--- src/rtl/rhs_spi_responder.sv ---
// -----------------------------------------------------------------------------
// rhs_spi_responder
//
// Fabric-clock model of an RHS2116 SPI responder for one headstage chip.
// SCLK/CS/MOSI are oversampled (clk >= 4x SCLK). Each 32-bit frame is decoded
// when CS rises. Its response comes back on MISO two frames later, which
// matches the chip's pipeline.
//
// Parameters
//   STARTING_SEED  base value added to every CONVERT sample (per-port offset)
//   NUM_REGS       number of writable registers, addresses 0..NUM_REGS-1
//
// Ports
//   clk          fabric clock
//   rst          synchronous, active-high reset
//   SCLK         SPI clock, CPOL=0 / CPHA=0, asynchronous to clk
//   CS           active-low frame select, asynchronous
//   MOSI         command bits, MSB first, asynchronous
//   MISO         response bits, MSB first, registered
//   frame_count  number of valid (32-bit) frames, wraps at 0xFFFF
//   frame_error  one-cycle pulse when a frame ends with bit count != 32
//   last_cmd     most recent valid command word
// -----------------------------------------------------------------------------
module rhs_spi_responder #(
  parameter int STARTING_SEED = 0,
  parameter int NUM_REGS      = 16
) (
  input  logic        clk,
  input  logic        rst,
  input  logic        SCLK,
  input  logic        CS,
  input  logic        MOSI,
  output logic        MISO,
  output logic [15:0] frame_count,
  output logic        frame_error,
  output logic [31:0] last_cmd
);

  localparam logic [15:0] SEED         = STARTING_SEED[15:0];
  localparam int          AW           = (NUM_REGS > 1) ? $clog2(NUM_REGS) : 1;
  localparam logic [8:0]  NUM_REGS_LIM = 9'(NUM_REGS);
  localparam logic [31:0] CMD_CLEAR    = 32'h6A00_0000;

  typedef enum logic [1:0] {S_IDLE, S_SHIFT, S_COMMIT} state_e;

  // [0],[1] form the synchronizer, [2] is the edge-detect history flop.
  logic [2:0]  sclk_sync_q, sclk_sync_d;
  logic [2:0]  cs_sync_q,   cs_sync_d;
  logic [2:0]  mosi_sync_q, mosi_sync_d;

  state_e      state_q,       state_d;
  logic [5:0]  bit_cnt_q,     bit_cnt_d;
  logic [31:0] shift_in_q,    shift_in_d;
  logic [31:0] miso_sr_q,     miso_sr_d;
  logic        miso_q,        miso_d;
  logic [31:0] resp1_q,       resp1_d;
  logic [31:0] resp2_q,       resp2_d;
  logic [15:0] sweep_q,       sweep_d;
  logic [15:0] regs_q [NUM_REGS];
  logic [15:0] regs_d [NUM_REGS];
  logic [15:0] frame_count_q, frame_count_d;
  logic        frame_error_q, frame_error_d;
  logic [31:0] last_cmd_q,    last_cmd_d;
  logic        start_pend_q,  start_pend_d;

  logic sclk_rise, sclk_fall, cs_rise, cs_fall;

  assign sclk_rise = sclk_sync_q[1] & ~sclk_sync_q[2];
  assign sclk_fall = ~sclk_sync_q[1] & sclk_sync_q[2];
  assign cs_rise   = cs_sync_q[1] & ~cs_sync_q[2];
  assign cs_fall   = ~cs_sync_q[1] & cs_sync_q[2];

  // ---------------------------------------------------------------------------
  // Command decode of the captured word; only acted on in S_COMMIT.
  // ---------------------------------------------------------------------------
  logic [3:0]  ch;
  logic [7:0]  addr;
  logic [15:0] data;
  logic        addr_ok;
  logic [15:0] rd_val;
  logic [31:0] resp_new;
  logic        do_write, sweep_inc, sweep_clr;

  assign ch      = shift_in_q[19:16];
  assign addr    = shift_in_q[23:16];
  assign data    = shift_in_q[15:0];
  assign addr_ok = {1'b0, addr} < NUM_REGS_LIM;

  // NOTE: every signal driven here gets a default first, so no path can
  // leave it unassigned and infer a latch.
  always_comb begin
    resp_new  = 32'h0;
    do_write  = 1'b0;
    sweep_inc = 1'b0;
    sweep_clr = 1'b0;
    rd_val    = 16'h0;
    if (addr_ok)             rd_val = regs_q[addr[AW-1:0]];
    else if (addr == 8'hFF)  rd_val = 16'h0020;
    unique case (shift_in_q[31:30])
      2'b00: begin
        resp_new  = {SEED + {12'h000, ch} + (sweep_q << 4), 12'h000, ch};
        sweep_inc = (ch == 4'hF);
      end
      2'b10: begin
        resp_new = {16'hFFFF, data};
        do_write = addr_ok;
      end
      2'b11: resp_new = {16'h0000, rd_val};
      default: sweep_clr = (shift_in_q == CMD_CLEAR);
    endcase
  end

  // ---------------------------------------------------------------------------
  // Next-state logic
  // ---------------------------------------------------------------------------
  always_comb begin
    sclk_sync_d   = {sclk_sync_q[1:0], SCLK};
    cs_sync_d     = {cs_sync_q[1:0], CS};
    mosi_sync_d   = {mosi_sync_q[1:0], MOSI};
    state_d       = state_q;
    bit_cnt_d     = bit_cnt_q;
    shift_in_d    = shift_in_q;
    miso_sr_d     = miso_sr_q;
    miso_d        = miso_q;
    resp1_d       = resp1_q;
    resp2_d       = resp2_q;
    sweep_d       = sweep_q;
    regs_d        = regs_q;
    frame_count_d = frame_count_q;
    frame_error_d = 1'b0;
    last_cmd_d    = last_cmd_q;
    start_pend_d  = start_pend_q;

    unique case (state_q)
      S_IDLE: begin
        // A CS fall seen during COMMIT is remembered and started here.
        if (cs_fall || start_pend_q) begin
          state_d      = S_SHIFT;
          bit_cnt_d    = 6'd0;
          shift_in_d   = 32'h0;
          miso_d       = resp2_q[31];
          miso_sr_d    = {resp2_q[30:0], 1'b0};
          start_pend_d = 1'b0;
        end
      end
      S_SHIFT: begin
        // CS rise takes priority over a coincident SCLK edge.
        if (cs_rise) begin
          state_d = S_COMMIT;
        end else if (sclk_rise) begin
          // MOSI is taken one cycle older than the SCLK edge, still well
          // inside the window where CPHA=0 data is stable.
          shift_in_d = {shift_in_q[30:0], mosi_sync_q[2]};
          if (bit_cnt_q != 6'd33) bit_cnt_d = bit_cnt_q + 6'd1;
        end else if (sclk_fall) begin
          // Zero fill makes MISO idle low once bit 0 has been shifted out.
          miso_d    = miso_sr_q[31];
          miso_sr_d = {miso_sr_q[30:0], 1'b0};
        end
      end
      S_COMMIT: begin
        state_d      = S_IDLE;
        start_pend_d = cs_fall;
        if (bit_cnt_q == 6'd32) begin
          resp1_d       = resp_new;
          resp2_d       = resp1_q;
          frame_count_d = frame_count_q + 16'd1;
          last_cmd_d    = shift_in_q;
          if (sweep_clr)      sweep_d = 16'h0;
          else if (sweep_inc) sweep_d = sweep_q + 16'd1;
          if (do_write) regs_d[addr[AW-1:0]] = data;
        end else begin
          frame_error_d = 1'b1;
        end
      end
      default: state_d = S_IDLE;
    endcase
  end

  // ---------------------------------------------------------------------------
  // State registers
  // ---------------------------------------------------------------------------
  // NOTE: sequential state uses non-blocking assignments only, so every flop
  // samples the values from before the edge regardless of statement order.
  always_ff @(posedge clk) begin
    if (rst) begin
      // Synchronizers clear to 0: a CS held high through reset then reads as
      // a rise in IDLE, which is ignored, never as a spurious frame start.
      sclk_sync_q   <= 3'b000;
      cs_sync_q     <= 3'b000;
      mosi_sync_q   <= 3'b000;
      state_q       <= S_IDLE;
      bit_cnt_q     <= 6'd0;
      shift_in_q    <= 32'h0;
      miso_sr_q     <= 32'h0;
      miso_q        <= 1'b0;
      resp1_q       <= 32'h0;
      resp2_q       <= 32'h0;
      sweep_q       <= 16'h0;
      frame_count_q <= 16'h0;
      frame_error_q <= 1'b0;
      last_cmd_q    <= 32'h0;
      start_pend_q  <= 1'b0;
      // NOTE: the register file is small and must read back 0 after reset,
      // so it is built from resettable flops rather than RAM.
      for (int i = 0; i < NUM_REGS; i++) regs_q[i] <= 16'h0;
    end else begin
      sclk_sync_q   <= sclk_sync_d;
      cs_sync_q     <= cs_sync_d;
      mosi_sync_q   <= mosi_sync_d;
      state_q       <= state_d;
      bit_cnt_q     <= bit_cnt_d;
      shift_in_q    <= shift_in_d;
      miso_sr_q     <= miso_sr_d;
      miso_q        <= miso_d;
      resp1_q       <= resp1_d;
      resp2_q       <= resp2_d;
      sweep_q       <= sweep_d;
      frame_count_q <= frame_count_d;
      frame_error_q <= frame_error_d;
      last_cmd_q    <= last_cmd_d;
      start_pend_q  <= start_pend_d;
      regs_q        <= regs_d;
    end
  end

  assign MISO        = miso_q;
  assign frame_count = frame_count_q;
  assign frame_error = frame_error_q;
  assign last_cmd    = last_cmd_q;

endmodule

--- config.mk ---
export PLATFORM = sky130hd
export DESIGN_NAME = rhs_spi_responder
export DESIGN_NICKNAME = d
export VERILOG_FILES = /design/src/rtl/rhs_spi_responder.sv
export SDC_FILE = /design/constraint.sdc
export NUM_CORES = 1
export LEC_CHECK = 0
export BUFFER_PORTS_ARGS = -buffer_cell sky130_fd_sc_hd__buf_2
export CAP_MARGIN = 5
export CORE_MARGIN = 4
export CORE_UTILIZATION = 50
export CTS_CLUSTER_DIAMETER = 120
export DETAILED_ROUTE_END_ITERATION = 8
export GPL_ROUTABILITY_DRIVEN = 0
export PLACE_DENSITY = 0.66
export SYNTH_ARGS = -nofsm -noshare
export SYNTH_HDL_FRONTEND = slang
export SYNTH_SLANG_ARGS = --single-unit
export TNS_END_PERCENT = 50
--- constraint.sdc ---
create_clock -name clk -period 6.6 [get_ports clk]
set_input_delay 0.33 -clock clk [delete_from_list [all_inputs] [get_ports clk]]
set_output_delay 0.33 -clock clk [all_outputs]
set_load 0.1 [all_outputs]
[Word-level counts from Yosys, hierarchy flattened]
Cells that the tools add are included.
Cells by class
  $add $sub $neg: 4
  multiplexer cells: 39
  magnitude comparators: 3
  reduce and logical (&&, ||, !) cells: 17
  eq/ne operators: 16
  bitwise gates (word level): 10
Operators with widths (count)
  bitwise mux 256 bit: 1
  two-way mux 32 bit: 7
  one-hot mux 32 bit (2 select lines): 2
  two-way mux 16 bit: 6
  one-hot mux 32 bit (3 select lines): 1
  binary-select mux 16 bit (select 4 bit): 1
  demux 16 bit (select 4 bit): 1
  adder 16 x 1 -> 16 bit (second input constant): 2
  == test 32 x 31 -> 1 bit (second input constant): 1
  two-way mux 6 bit: 5
  adder 4 x 16 -> 16 bit: 1
  inequality test 2 bit (second input constant): 7
  one-hot mux 6 bit (2 select lines): 1
  AND reduction 5 bit: 2
  two-way mux 1 bit: 9
  == test 8 bit (second input constant): 1
  < comparator 8 x 5 -> 1 bit (second input constant): 1
  adder 6 x 1 -> 6 bit (second input constant): 1
  == test 2 bit (second input constant): 3
  == test 6 bit (second input constant): 1
  inequality test 6 bit (second input constant): 1
  AND reduction 2 bit: 3
  AND reduction 3 bit: 2
  nonzero test 2 bit: 3
  other kinds (16): 26
Storage, ports and cells
  bits of input ports: 5
  register bits: 468
  output and inout bits: 50

[Logic depth before layout (Yosys ltp)]
Gate-level depths: netlist of the first run.
  depth after elaboration: 6
  gate-level depth with buffers: 10

[Worst setup path after synthesis of the first run]
No wires, ideal clock.
  path type: reg2reg
  start: reg frame_count_q[3] (netlist: frame_count[3])
  end: reg frame_count_q[15] (netlist: frame_count[15])
  stages on the path, launching flop included: 6
  path slack: 4.004 ns
  arrival time: 2.475 ns
  cell sequence: dfxtp_1 nand4_1 or4_1 clkbuf_1 nor4_1 mux2_2
On the way
  longest elaborated chain between the ends: 1
Ends and longest elaborated chain
  from (decl): RTL line 61  | logic [15:0] frame_count_q, frame_count_d;
  from (signal assigned): RTL line 219  | frame_count_q <= frame_count_d;
  adder 16 x 1 -> 16 bit: RTL line 167  | frame_count_d = frame_count_q + 16'd1;
No other way between the ends.
A chain may end at the register's enable or synchronous reset.

[Worst setup path after layout of the first run]
  start: reg shift_in_q[20]
  end: reg regs_q[13] (netlist name)
On the way
  longest elaborated chain between the ends: 3
Ends and longest elaborated chain
  from (decl): RTL line 53  | logic [31:0] shift_in_q, shift_in_d;
  from (signal assigned): RTL line 213  | shift_in_q <= shift_in_d;
  < comparator 8 x 5 -> 1 bit: RTL line 87  | assign addr_ok = {1'b0, addr} < NUM_REGS_LIM;
  two-way mux 1 bit: RTL line 99  | unique case (shift_in_q[31:30])
  AND reduction 3 bit (no source line)
  to (signal assigned): RTL line 223  | regs_q <= regs_d;
  to (decl): RTL line 59  | logic [15:0] regs_q [NUM_REGS];
No other way between the ends.

==> results of run 1 <==
[worst max-delay path, stage by stage, from the launching register on]
cell	delay (ns)
sky130_fd_sc_hd__dfxtp_1	0.36
sky130_fd_sc_hd__nor4_2	0.82
sky130_fd_sc_hd__and4_4	0.59
sky130_fd_sc_hd__buf_4	0.90
sky130_fd_sc_hd__nand4_1	0.28
sky130_fd_sc_hd__a21oi_1	0.21
[layer usage]
metal  up-vias  wire length [um]  track usage (%)
met4         0              1690             8.13
met1      8299             23300             33.3
met5         -                 0                0
li1       7943                 -                -
met3       117              4190             5.46
met2       574             26800             40.1
[worst max path at each step]
stage,slack [ns],startpoint,to
after CTS,3.34,shift_in_q[20]$_SDFFE_PP0P_,regs_q[13]$_SDFFE_PP0P_
final,3.30,shift_in_q[20]$_SDFFE_PP0P_,regs_q[13]$_SDFFE_PP0P_
after detailed placement,3.39,shift_in_q[20]$_SDFFE_PP0P_,regs_q[13]$_SDFFE_PP0P_
after global routing,3.14,bit_cnt_q[2]$_SDFFE_PP0P_,regs_q[141]$_SDFFE_PP0P_
after floorplan,4.00,frame_count[3]$_SDFFE_PP0P_,frame_count[15]$_SDFFE_PP0P_
after global placement,3.44,shift_in_q[17]$_SDFFE_PP0P_,regs_q[210]$_SDFFE_PP0P_
[report_power, final]
group          switching (mW)  leakage, nW  internal, mW  total, mW
combinational          0.0914         3.10        0.0240      0.115
sequential            0.00894         3.73          2.81       2.82
clock                    1.12        0.789          1.63       2.75
total                    1.22         7.62          4.46       5.69
[flip-flops by register name, summed over array words and instances, names as in the netlist, 2 cells and up]
| signal | cells |
|---|---|
| regs_q | 256 |
| last_cmd | 32 |
| resp1_q | 32 |
| resp2_q | 32 |
| shift_in_q | 32 |
| miso_sr_q | 31 |
| frame_count | 16 |
| sweep_q | 12 |
| bit_cnt_q | 6 |
| cs_sync_q | 3 |
| mosi_sync_q | 3 |
| sclk_sync_q | 3 |
| state_q | 2 |
[layout make-up]
type	instances	area [um^2]	area share, %
antenna	1	2.50	0.0113
tap	525	657	2.98
clock inverter	12	145	0.657
timing repair buffer	97	611	2.77
sequential	463	9280	42.0
inverter	14	55.1	0.249
multi-input combinational	1520	9870	44.7
clock buffer	76	1460	6.60
[stage by stage]
stage	power (mW)	std cells	hold WS, ns	utilization (%)	area (um^2)
floorplan	2.96	2242	0.414	-	20100
global placement	2.99	2616	0.438	51.5	20400
detailed placement	2.99	2616	0.429	51.5	20400
CTS	5.73	2707	0.262	55.6	22100
global route	5.86	2707	0.305	55.6	22100
finish	5.69	2708	0.244	55.6	22100
[cells by family (layout without fill, tap and decap cells)]
group / count (synthesis) / after routing
AOI/OAI and AO/OA: 578 / 578
xor gates and xnor gates: 6 / 6
adders and majority gates: 5 / 5
buffers and inverters: 259 / 199
DFF: 463 / 463
muxes: 220 / 220
other: 0 / 1
and+or+nand+nor: 711 / 711
[cell usage in the layout (no fill, tap or decap), types with 12 or more instances in the layout]
master / instances
sky130_fd_sc_hd__mux2_2: 22
sky130_fd_sc_hd__buf_4: 40
sky130_fd_sc_hd__o211ai_1: 15
sky130_fd_sc_hd__nand4_1: 147
sky130_fd_sc_hd__nand3_1: 46
sky130_fd_sc_hd__a211oi_1: 12
sky130_fd_sc_hd__o21ai_0: 170
sky130_fd_sc_hd__inv_1: 13
sky130_fd_sc_hd__dfxtp_1: 460
sky130_fd_sc_hd__mux2i_1: 136
sky130_fd_sc_hd__nor2_1: 31
sky130_fd_sc_hd__nor2b_1: 12
sky130_fd_sc_hd__nand2_1: 389
sky130_fd_sc_hd__a311oi_1: 46
sky130_fd_sc_hd__buf_2: 53
sky130_fd_sc_hd__clkbuf_8: 13
sky130_fd_sc_hd__clkbuf_16: 49
sky130_fd_sc_hd__mux4_2: 62
sky130_fd_sc_hd__a21oi_1: 294
sky130_fd_sc_hd__clkbuf_1: 14
==> implementation parameters, run 1 <==
Parameter                              Value

Clocking
  Clk Tree Root Cell ... sky130_fd_sc_hd__clkbuf_16
  H-tree levels ... 2
  CTS sink count ... 463
  Postcts setup bufs ... 0
  Cts bufs inserted ... 48
  Number of buffers inserted for hold repair after clock tree synthesis ... 3
  Clock slew seen by the registers of the worst setup and hold paths ... 0.06 ns
  Post-cts sizing count ... 0
  Clock Latency Late Sink ... 0.59 ns
  Buffer levels on the longest clock path ... 3
  Clock tree from TritonCTS ... done

Synth
  Xor/xnor cell area share of the yosys netlist ... 0.262%
  Area fraction in compound gates after synthesis ... 16.2%
  Cell count after synthesis ... 2,242
  FFs w/ async S/R, synth ... 0%
  Count of distinct cell types in the synthesized netlist ... 58
  Share of synthesized area spent on multiplexers ... 15.0%
  Cell with the most instances after synthesis ... sky130_fd_sc_hd__dfxtp_1
  Summed instance area of the synthesized netlist ... 20,100 um^2
  Flip-flop and latch count after synthesis ... 463
  Area share of the largest cell type after synthesis ... 46.1%
  Yosys synthesis warning count ... 0
  Cell types with the highest counts after synthesis ... sky130_fd_sc_hd__dfxtp_1, sky130_fd_sc_hd__nand2_1, sky130_fd_sc_hd__a21oi_1, sky130_fd_sc_hd__clkbuf_1, sky130_fd_sc_hd__o21ai_0
  Combinational family with the most area after synthesis ... simple AND/OR/NAND/NOR gates
  Leading area contributor after synthesis ... sky130_fd_sc_hd__dfxtp_1
  Sequential fraction of the synthesis area ... 46.1%
  Post-Synthesis Mean Instance Area ... 8.96 um^2
  Synthesized Nets ... 2,252
  Post-Synth Adder-Cell Area ... 0.311%
  Cell types occupying the most area after synthesis ... sky130_fd_sc_hd__dfxtp_1, sky130_fd_sc_hd__a21oi_1, sky130_fd_sc_hd__nand2_1
  Share of synthesized cell area in and, or, nand and nor gates ... 17.1%
  Most used flip-flop cell after synthesis ... sky130_fd_sc_hd__dfxtp_1
  Number of flops mapped to enable cells by yosys ... 0

GRT
  Pin count of the biggest net entering global routing ... 137
  Total track usage ... 24.8%
  First-pass GRT wire length ... 89,200 um
  GR Overflow Total ... 0
  Number of antenna violations at the first check in global routing ... 1
  Number of global-route vias before repair ... 16,000

Timing
  Final worst setup slack ... 3.30 ns
  Setup_tns ... 0 ns
  Highest attainable clock frequency ... 303 MHz
  Worst slew margin relative to its limit ... 18.2%
  Slew Limit Fails ... 0
  Period minus WS final ... 3.30 ns
  Final hold violation count ... 0
  Final clock period utilization by the worst path ... 50.0%
  Final setup skew ... 0.0234 ns
  Setup repair after global routing missed its margin ... false
  Pin slew with the least headroom to its limit ... 1.22 ns
  Final setup vio count ... 0

Route
  Aggregate routed wire length ... 55,900 um
  Antenna Violating Nets Remaining ... 0
  Avg WL per Cell ... 20.7 um
  Via count normalized by instance count ... 6.25
  First-pass iteration count of the detailed router ... 6
  Number of DRC violations after detailed-routing iteration 0 ... 1,860
  Via count of the routed design ... 16,900
  Count of unresolved DRC violations after routing ... 0

Finish
  Layout overhead on the synthesized area ... 9.88%
  Total number of nets in the final design ... 2,154
  Share of layout cells above drive strength 1 ... 12.7%
  Fill cell total of the finished layout ... 3,559

Die
  Core region area ... 39,700 um^2
  Die Footprint ... 43,500 um^2
  Chip Height ... 208 um
  Site row count ... 73
  Starting density of the core ... 50.6%
  IO Count ... 55
  Die X ... 208 um

Critical path
  Critical Path Start Type ... flip-flop
  Maximum fanout count along the critical path ... 110
  Launching point of the worst reg2reg path ... shift_in_q[20]$_SDFFE_PP0P_
  Crit Path Category ... flip-flop to flip-flop
  Endpoint kind of the worst setup timing path ... flip-flop
  Worst Reg2Reg Path Length in Cells ... 5
  Crit path DAT ... 3.81 ns
  Reg-to-Reg End ... regs_q[13]$_SDFFE_PP0P_
  Register-to-register setup slack ... 3.30 ns
  Data required time of the worst path ... 7.10 ns

Job
  Maximum Capacitance Violations ... 0

Place
  Post-Place Worst Slack ... 3.39 ns
  Detailed placement HPWL ... 31,700 um
  Buffers added on ports ... 54

Hold path
  Min-Delay Path Class ... input pin to flip-flop
  Worst Hold Launch ... rst
  Number of instances on the worst hold path ... 2
  Hold Path Sink ... frame_count[7]$_SDFFE_PP0P_

Power and ir drop
  Power density normalized to cell area ... 258 nW/um^2
  Largest voltage drop on the vdd net ... 224 uV
  Leakage power figure ... 7.62 nW

Status
  Result of the run ... complete, no violations
Note: power is estimated with default switching activity, not from simulation.
==> run 2: changes to the inputs <==
- clock period: 6.6 -> 3.35 ns (I/O delays scaled with it)
==> run 2 against run 1 <==
Against the previous run: clock skew is 0.0079 ns lower; sequential cell count did not move; register-to-register slack lost 2.6 ns; die area unchanged; critical endpoint is now resp1_q[6]$_SDFFE_PP0P_; largest cell class unchanged.
==> implementation parameters, run 2 (synthesis results as in run 1) <==
Parameter                              Value

Clocking
  Cts bufs inserted ... 49
  CTS sink count ... 463
  Clock slew seen by the registers of the worst setup and hold paths ... 0.06 ns
  Buffer levels on the longest clock path ... 3
  Clock Latency Late Sink ... 0.58 ns
  Postcts setup bufs ... 0
  Clk Tree Root Cell ... sky130_fd_sc_hd__clkbuf_16
  H-tree levels ... 2
  Clock tree from TritonCTS ... done

Finish
  Cell area after layout ... 22,300 um^2
  Antenna Diode Count ... 0
  Register with the most flip-flops ... regs_q
  Total number of nets in the final design ... 2,181
  Footprint of the multi-input gates ... 9870 um^2
  Fill cell total of the finished layout ... 3,518
  Share of layout cells above drive strength 1 ... 13.6%
  Commonest non-fill, non-tap cell in the layout ... sky130_fd_sc_hd__dfxtp_1
  Layout overhead on the synthesized area ... 11.0%
  Flip-flop count of the largest register, all copies and words added ... 256
  Highest-count cells in the layout ignoring fill and taps ... sky130_fd_sc_hd__dfxtp_1, sky130_fd_sc_hd__nand2_1, sky130_fd_sc_hd__a21oi_1, sky130_fd_sc_hd__o21ai_0, sky130_fd_sc_hd__nand4_1
  Sequential cell area ... 9280 um^2

Die
  Core region area ... 39,700 um^2
  Die X ... 208 um
  IO Count ... 55
  Site row count ... 73
  Starting density of the core ... 50.6%
  Die Footprint ... 43,500 um^2
  Chip Height ... 208 um

Hold path
  Number of instances on the worst hold path ... 3
  Worst Hold Launch ... MOSI
  Hold Path Sink ... mosi_sync_q[0]$_SDFF_PP0_
  Min-Delay Path Class ... input pin to flip-flop

GRT
  Number of global-route vias before repair ... 16,100
  Pin count of the biggest net entering global routing ... 183
  Total track usage ... 24.2%
  First-pass GRT wire length ... 87,500 um
  GR Overflow Total ... 0
  Number of antenna violations at the first check in global routing ... 1

Route
  Via count of the routed design ... 16,900
  Avg WL per Cell ... 20.1 um
  Number of DRC violations after detailed-routing iteration 0 ... 1,560
  First-pass iteration count of the detailed router ... 5
  Aggregate routed wire length ... 54,900 um
  Count of unresolved DRC violations after routing ... 0
  Antenna Violating Nets Remaining ... 0
  Via count normalized by instance count ... 6.19

Power and ir drop
  Leakage power figure ... 7.76 nW
  Power density normalized to cell area ... 498 nW/um^2
  Cell internal power dissipation ... 8.71 mW
  Part of the total power dissipated in sequential elements ... 50.0%
  Total net switching power ... 2.40 mW
  Switching portion of total power ... 21.6%
  Clock Power Share ... 47.9%
  Power, Total ... 11.1 mW
  Largest voltage drop on the vdd net ... 312 uV
  Proportion of power drawn by combinational gates ... 2.1%

Timing
  Pin slew with the least headroom to its limit ... 0.979 ns
  Highest attainable clock frequency ... 383 MHz
  Final hold violation count ... 0
  Period minus WS final ... 2.61 ns
  Setup_tns ... 0 ns
  Setup repair after global routing missed its margin ... false
  Slew Limit Fails ... 0
  Worst slew margin relative to its limit ... 34.7%
  Final clock period utilization by the worst path ... 77.9%
  Final setup vio count ... 0
  Final setup skew ... 0.0154 ns

Critical path
  Launching point of the worst reg2reg path ... shift_in_q[20]$_SDFFE_PP0P_
  Crit path DAT ... 3.08 ns
  Data required time of the worst path ... 3.83 ns
  Reg-to-Reg End ... resp1_q[6]$_SDFFE_PP0P_
  Register-to-register setup slack ... 0.74 ns
  Endpoint kind of the worst setup timing path ... flip-flop
  Critical Path Start Type ... flip-flop
  Maximum fanout count along the critical path ... 11
  Worst Reg2Reg Path Length in Cells ... 4
  Crit Path Category ... flip-flop to flip-flop

Status
  Result of the run ... complete, no violations

Place
  Buffers added on ports ... 54
  Post-DP Area ... 20,700 um^2
  Detailed placement HPWL ... 31,900 um

Job
  Maximum Capacitance Violations ... 0
[run 2: changes by cell type in the layout (fill, tap and decap cells not counted), sizes merged]
| cell | change |
|---|---|
| clkbuf | -1 |
| clkinv | +2 |
| dlygate4sd3 | +3 |
| diode | -1 |
| inv | -2 |
| buf | +23 |
| bufinv | -1 |
[run 2: power by group through the flow]
stage | clock [mW] | combinational [mW] | sequential (mW)
2_1_floorplan | 0 | 0.166 | 5.67
3_3_place_gp | 0 | 0.224 | 5.67
3_5_place_dp | 0 | 0.228 | 5.67
4_1_cts | 5.41 | 0.233 | 5.55
5_1_grt | 5.64 | 0.258 | 5.55
6_report | 5.32 | 0.236 | 5.55
[run 2: through the flow]
step	std cells	utilization (%)	worst slack, ns	hold slack (ns)
3_5_place_dp	2639	52.1	0.772	0.398
2_1_floorplan	2242	-	0.754	0.296
4_1_cts	2731	56.2	0.757	0.374
5_1_grt	2731	56.2	0.567	0.396
3_3_place_gp	2639	52.1	0.817	0.385
6_report	2731	56.2	0.742	0.390
[run 2: final cells by class]
class / instances / share of cell area (%)
Sequential cell: 463 / 41.6
Multi-Input combinational cell: 1520 / 44.2
Tap cell: 525 / 2.94
Clock buffer: 75 / 6.52
Inverter: 14 / 0.247
Clock inverter: 11 / 0.482
Timing Repair Buffer: 123 / 3.98
[run 2: what timing repair did]
action	CTS	global route
gates resized for setup	0	0
hold buffers	6	0
endpoints found under the hold margin	27	0
[run 2: worst max-delay path, stage by stage (launching register included)]
cell,delay [ns]
sky130_fd_sc_hd__dfxtp_1,0.36
sky130_fd_sc_hd__nor4_2,0.68
sky130_fd_sc_hd__and4_1,0.73
sky130_fd_sc_hd__a22oi_1,0.38
sky130_fd_sc_hd__a311oi_1,0.34
[run 2: how the worst max path moves through the flow]
| stage | from | end | slack (ns) |
|---|---|---|---|
| after floorplan | frame_count[3]$_SDFFE_PP0P_ | frame_count[15]$_SDFFE_PP0P_ | 0.75 |
| after global placement | bit_cnt_q[2]$_SDFFE_PP0P_ | regs_q[209]$_SDFFE_PP0P_ | 0.82 |
| after detailed placement | shift_in_q[20]$_SDFFE_PP0P_ | resp1_q[6]$_SDFFE_PP0P_ | 0.77 |
| after CTS | shift_in_q[20]$_SDFFE_PP0P_ | resp1_q[6]$_SDFFE_PP0P_ | 0.76 |
| after global routing | shift_in_q[20]$_SDFFE_PP0P_ | resp1_q[6]$_SDFFE_PP0P_ | 0.57 |
| final | shift_in_q[20]$_SDFFE_PP0P_ | resp1_q[6]$_SDFFE_PP0P_ | 0.74 |
[run 2: routing by layer]
| layer | track usage (%) | up-vias | part of all wire (%) |
|---|---|---|---|
| li1 | - | 7986 | - |
| met1 | 33.0 | 8264 | 43 |
| met2 | 38.6 | 529 | 47 |
| met3 | 4.54 | 119 | 6.7 |
| met4 | 8.81 | 2 | 3.1 |
| met5 | 0 | - | 0.022 |
==> run 3: changes to the inputs <==
- PLACE_DENSITY: 0.66 -> 0.69
- clock period: 3.35 -> 2.2 ns (I/O delays scaled with it)
==> run 3 against run 2 <==
Against the previous run: combinational power increased by 58%; maximum frequency up 21%; critical path depth increased by 3; die area unchanged; non-clock buffer count rose by 46; routed wire length is essentially flat; sequential share of layout area shrank 1.2 points; largest cell class unchanged; first-iteration DRC count rose by 19%; count of clock-buffer cells in the layout is 4 lower; power rose by 52%; sequential power is 52% higher; critical path type unchanged; setup slack worse by 0.69 ns.
==> implementation parameters, run 3 (synthesis results as in run 1) <==
Parameter                              Value

Clocking
  Postcts setup bufs ... 0
  Cts bufs inserted ... 47
  Clk Tree Root Cell ... sky130_fd_sc_hd__clkbuf_16
  CTS sink count ... 463
  Clock slew seen by the registers of the worst setup and hold paths ... 0.06 ns
  H-tree levels ... 2
  Clock Latency Late Sink ... 0.58 ns
  Clock tree from TritonCTS ... done
  Buffer levels on the longest clock path ... 3

Critical path
  Worst Reg2Reg Path Length in Cells ... 7
  Critical Path Max Stage Delay ... 0.51 ns
  Crit path DAT ... 2.64 ns
  Data required time of the worst path ... 2.70 ns
  Most used cell along the critical path ... sky130_fd_sc_hd__buf_4
  Endpoint kind of the worst setup timing path ... flip-flop
  Register-to-register setup slack ... 0.05 ns
  Reg-to-Reg End ... sweep_q[9]$_SDFFE_PP0P_
  Launching point of the worst reg2reg path ... bit_cnt_q[2]$_SDFFE_PP0P_
  Critical Path Start Type ... flip-flop
  Maximum fanout count along the critical path ... 21
  Crit-path slowest cell ... sky130_fd_sc_hd__or4_1
  Cells along the critical path ... buf_4 -> nor4b_4 -> buf_4 -> nand4_1 -> buf_4 -> or4_1 -> a211oi_1
  Crit Path Category ... flip-flop to flip-flop

Place
  Buffers added on ports ... 54
  Detailed placement HPWL ... 32,900 um

Hold path
  Hold Path Sink ... mosi_sync_q[0]$_SDFF_PP0_
  Min-Delay Path Class ... input pin to flip-flop
  Number of instances on the worst hold path ... 3
  Worst Hold Launch ... MOSI

GRT
  Total track usage ... 24.3%
  Pin count of the biggest net entering global routing ... 166
  Number of antenna violations at the first check in global routing ... 0
  First-pass GRT wire length ... 88,100 um
  GR Overflow Total ... 0
  Number of global-route vias before repair ... 16,400

Power and ir drop
  Power density normalized to cell area ... 736 nW/um^2
  Leakage power figure ... 8.11 nW
  Largest voltage drop on the vdd net ... 627 uV
  Power, Total ... 16.9 mW

Timing
  Setup repair after global routing missed its margin ... true
  Setup_tns ... 0 ns
  Highest attainable clock frequency ... 465 MHz
  Final setup vio count ... 0
  Final setup skew ... 0.0175 ns
  Final hold violation count ... 0
  Worst slew margin relative to its limit ... 39.3%
  Slew Limit Fails ... 0
  Final clock period utilization by the worst path ... 97.7%
  Pin slew with the least headroom to its limit ... 0.910 ns
  Period minus WS final ... 2.15 ns

Die
  Site row count ... 73
  Die X ... 208 um
  Core region area ... 39,700 um^2
  IO Count ... 55
  Starting density of the core ... 50.6%
  Die Footprint ... 43,500 um^2
  Chip Height ... 208 um

Finish
  Layout overhead on the synthesized area ... 14.6%
  Fill cell total of the finished layout ... 3,456
  Highest-count cells in the layout ignoring fill and taps ... sky130_fd_sc_hd__dfxtp_1, sky130_fd_sc_hd__nand2_1, sky130_fd_sc_hd__a21oi_1, sky130_fd_sc_hd__o21ai_0, sky130_fd_sc_hd__nand4_1
  Final core occ ... 57.9%
  Register with the most flip-flops ... regs_q
  Antenna Diode Count ... 0
  Share of layout cells above drive strength 1 ... 15.8%
  Commonest non-fill, non-tap cell in the layout ... sky130_fd_sc_hd__dfxtp_1
  Total number of nets in the final design ... 2,225
  Flip-flop count of the largest register, all copies and words added ... 256

Route
  Via count of the routed design ... 17,200
  First-pass iteration count of the detailed router ... 8
  Antenna Violating Nets Remaining ... 0
  Via count normalized by instance count ... 6.21
  Number of DRC violations after detailed-routing iteration 0 ... 1,863
  Avg WL per Cell ... 19.8 um
  Aggregate routed wire length ... 54,900 um
  Count of unresolved DRC violations after routing ... 0

Status
  Result of the run ... complete, no violations

Job
  Maximum Capacitance Violations ... 0
run 3: worst max-delay path, delay by kind of cell (launching register included):
kind / cells / cell delay (ns)
AOI/OAI and AO/OA: 1 / 0.25
buffers and inverters: 3 / 0.60
and+or+nand+nor: 3 / 0.91
DFF: 1 / 0.31
run 3: layout make-up:
class / count / area (um^2) / share of cell area [%]
repair buffers: 169 / 1570 / 6.80
clock inverters: 14 / 176 / 0.766
flip-flops and latches: 463 / 9290 / 40.3
inverters: 14 / 55.1 / 0.239
multi-input cells: 1520 / 9900 / 43.0
clock buffers: 71 / 1390 / 6.02
well taps: 525 / 657 / 2.85
run 3: what timing repair did:
action                                 CTS  global route
setup endpoints to repair                0            24
resized for setup                        0             4
endpoints found under the hold margin   21             0
hold buffers                             6             0
run 3: worst max-delay path by stage:
stage	from	endpoint	slack, ns	depth (start not counted)
final	bit_cnt_q[2]$_SDFFE_PP0P_	sweep_q[9]$_SDFFE_PP0P_	0.05	7
after global routing	bit_cnt_q[2]$_SDFFE_PP0P_	sweep_q[9]$_SDFFE_PP0P_	-0.03	7
after CTS	bit_cnt_q[2]$_SDFFE_PP0P_	frame_count[15]$_SDFFE_PP0P_	0.01	4
after detailed placement	bit_cnt_q[2]$_SDFFE_PP0P_	frame_count[15]$_SDFFE_PP0P_	0.02	4
after global placement	bit_cnt_q[2]$_SDFFE_PP0P_	frame_count[15]$_SDFFE_PP0P_	0.04	4
after floorplan	bit_cnt_q[2]$_SDFFE_PP0P_	frame_count[15]$_SDFFE_PP0P_	-0.05	5
run 3: routing by layer:
layer	wire length (um)	vias up	GRT usage, %
li1	-	8072	-
met2	25700	674	39.4
met5	0	-	0
met4	1900	0	9.51
met1	23300	8354	32.7
met3	3940	141	3.88
run 3: through the flow:
step | setup slack (ns) | area, um^2 | cells | hold WS, ns
4_1_cts | 0.0114 | 23000 | 2776 | 0.330
6_report | 0.0514 | 23000 | 2776 | 0.382
5_1_grt | -0.0284 | 23000 | 2776 | 0.406
2_1_floorplan | -0.0456 | 20100 | 2242 | 0.238
3_5_place_dp | 0.0190 | 21400 | 2685 | 0.344
3_3_place_gp | 0.0436 | 21400 | 2685 | 0.333
run 3: report_power, final:
group | switching [mW] | internal, mW | leakage (nW)
Clock | 3.31 | 4.81 | 0.772
Sequential | 0.0254 | 8.43 | 3.74
Combinational | 0.273 | 0.0983 | 3.61
Total | 3.61 | 13.3 | 8.11
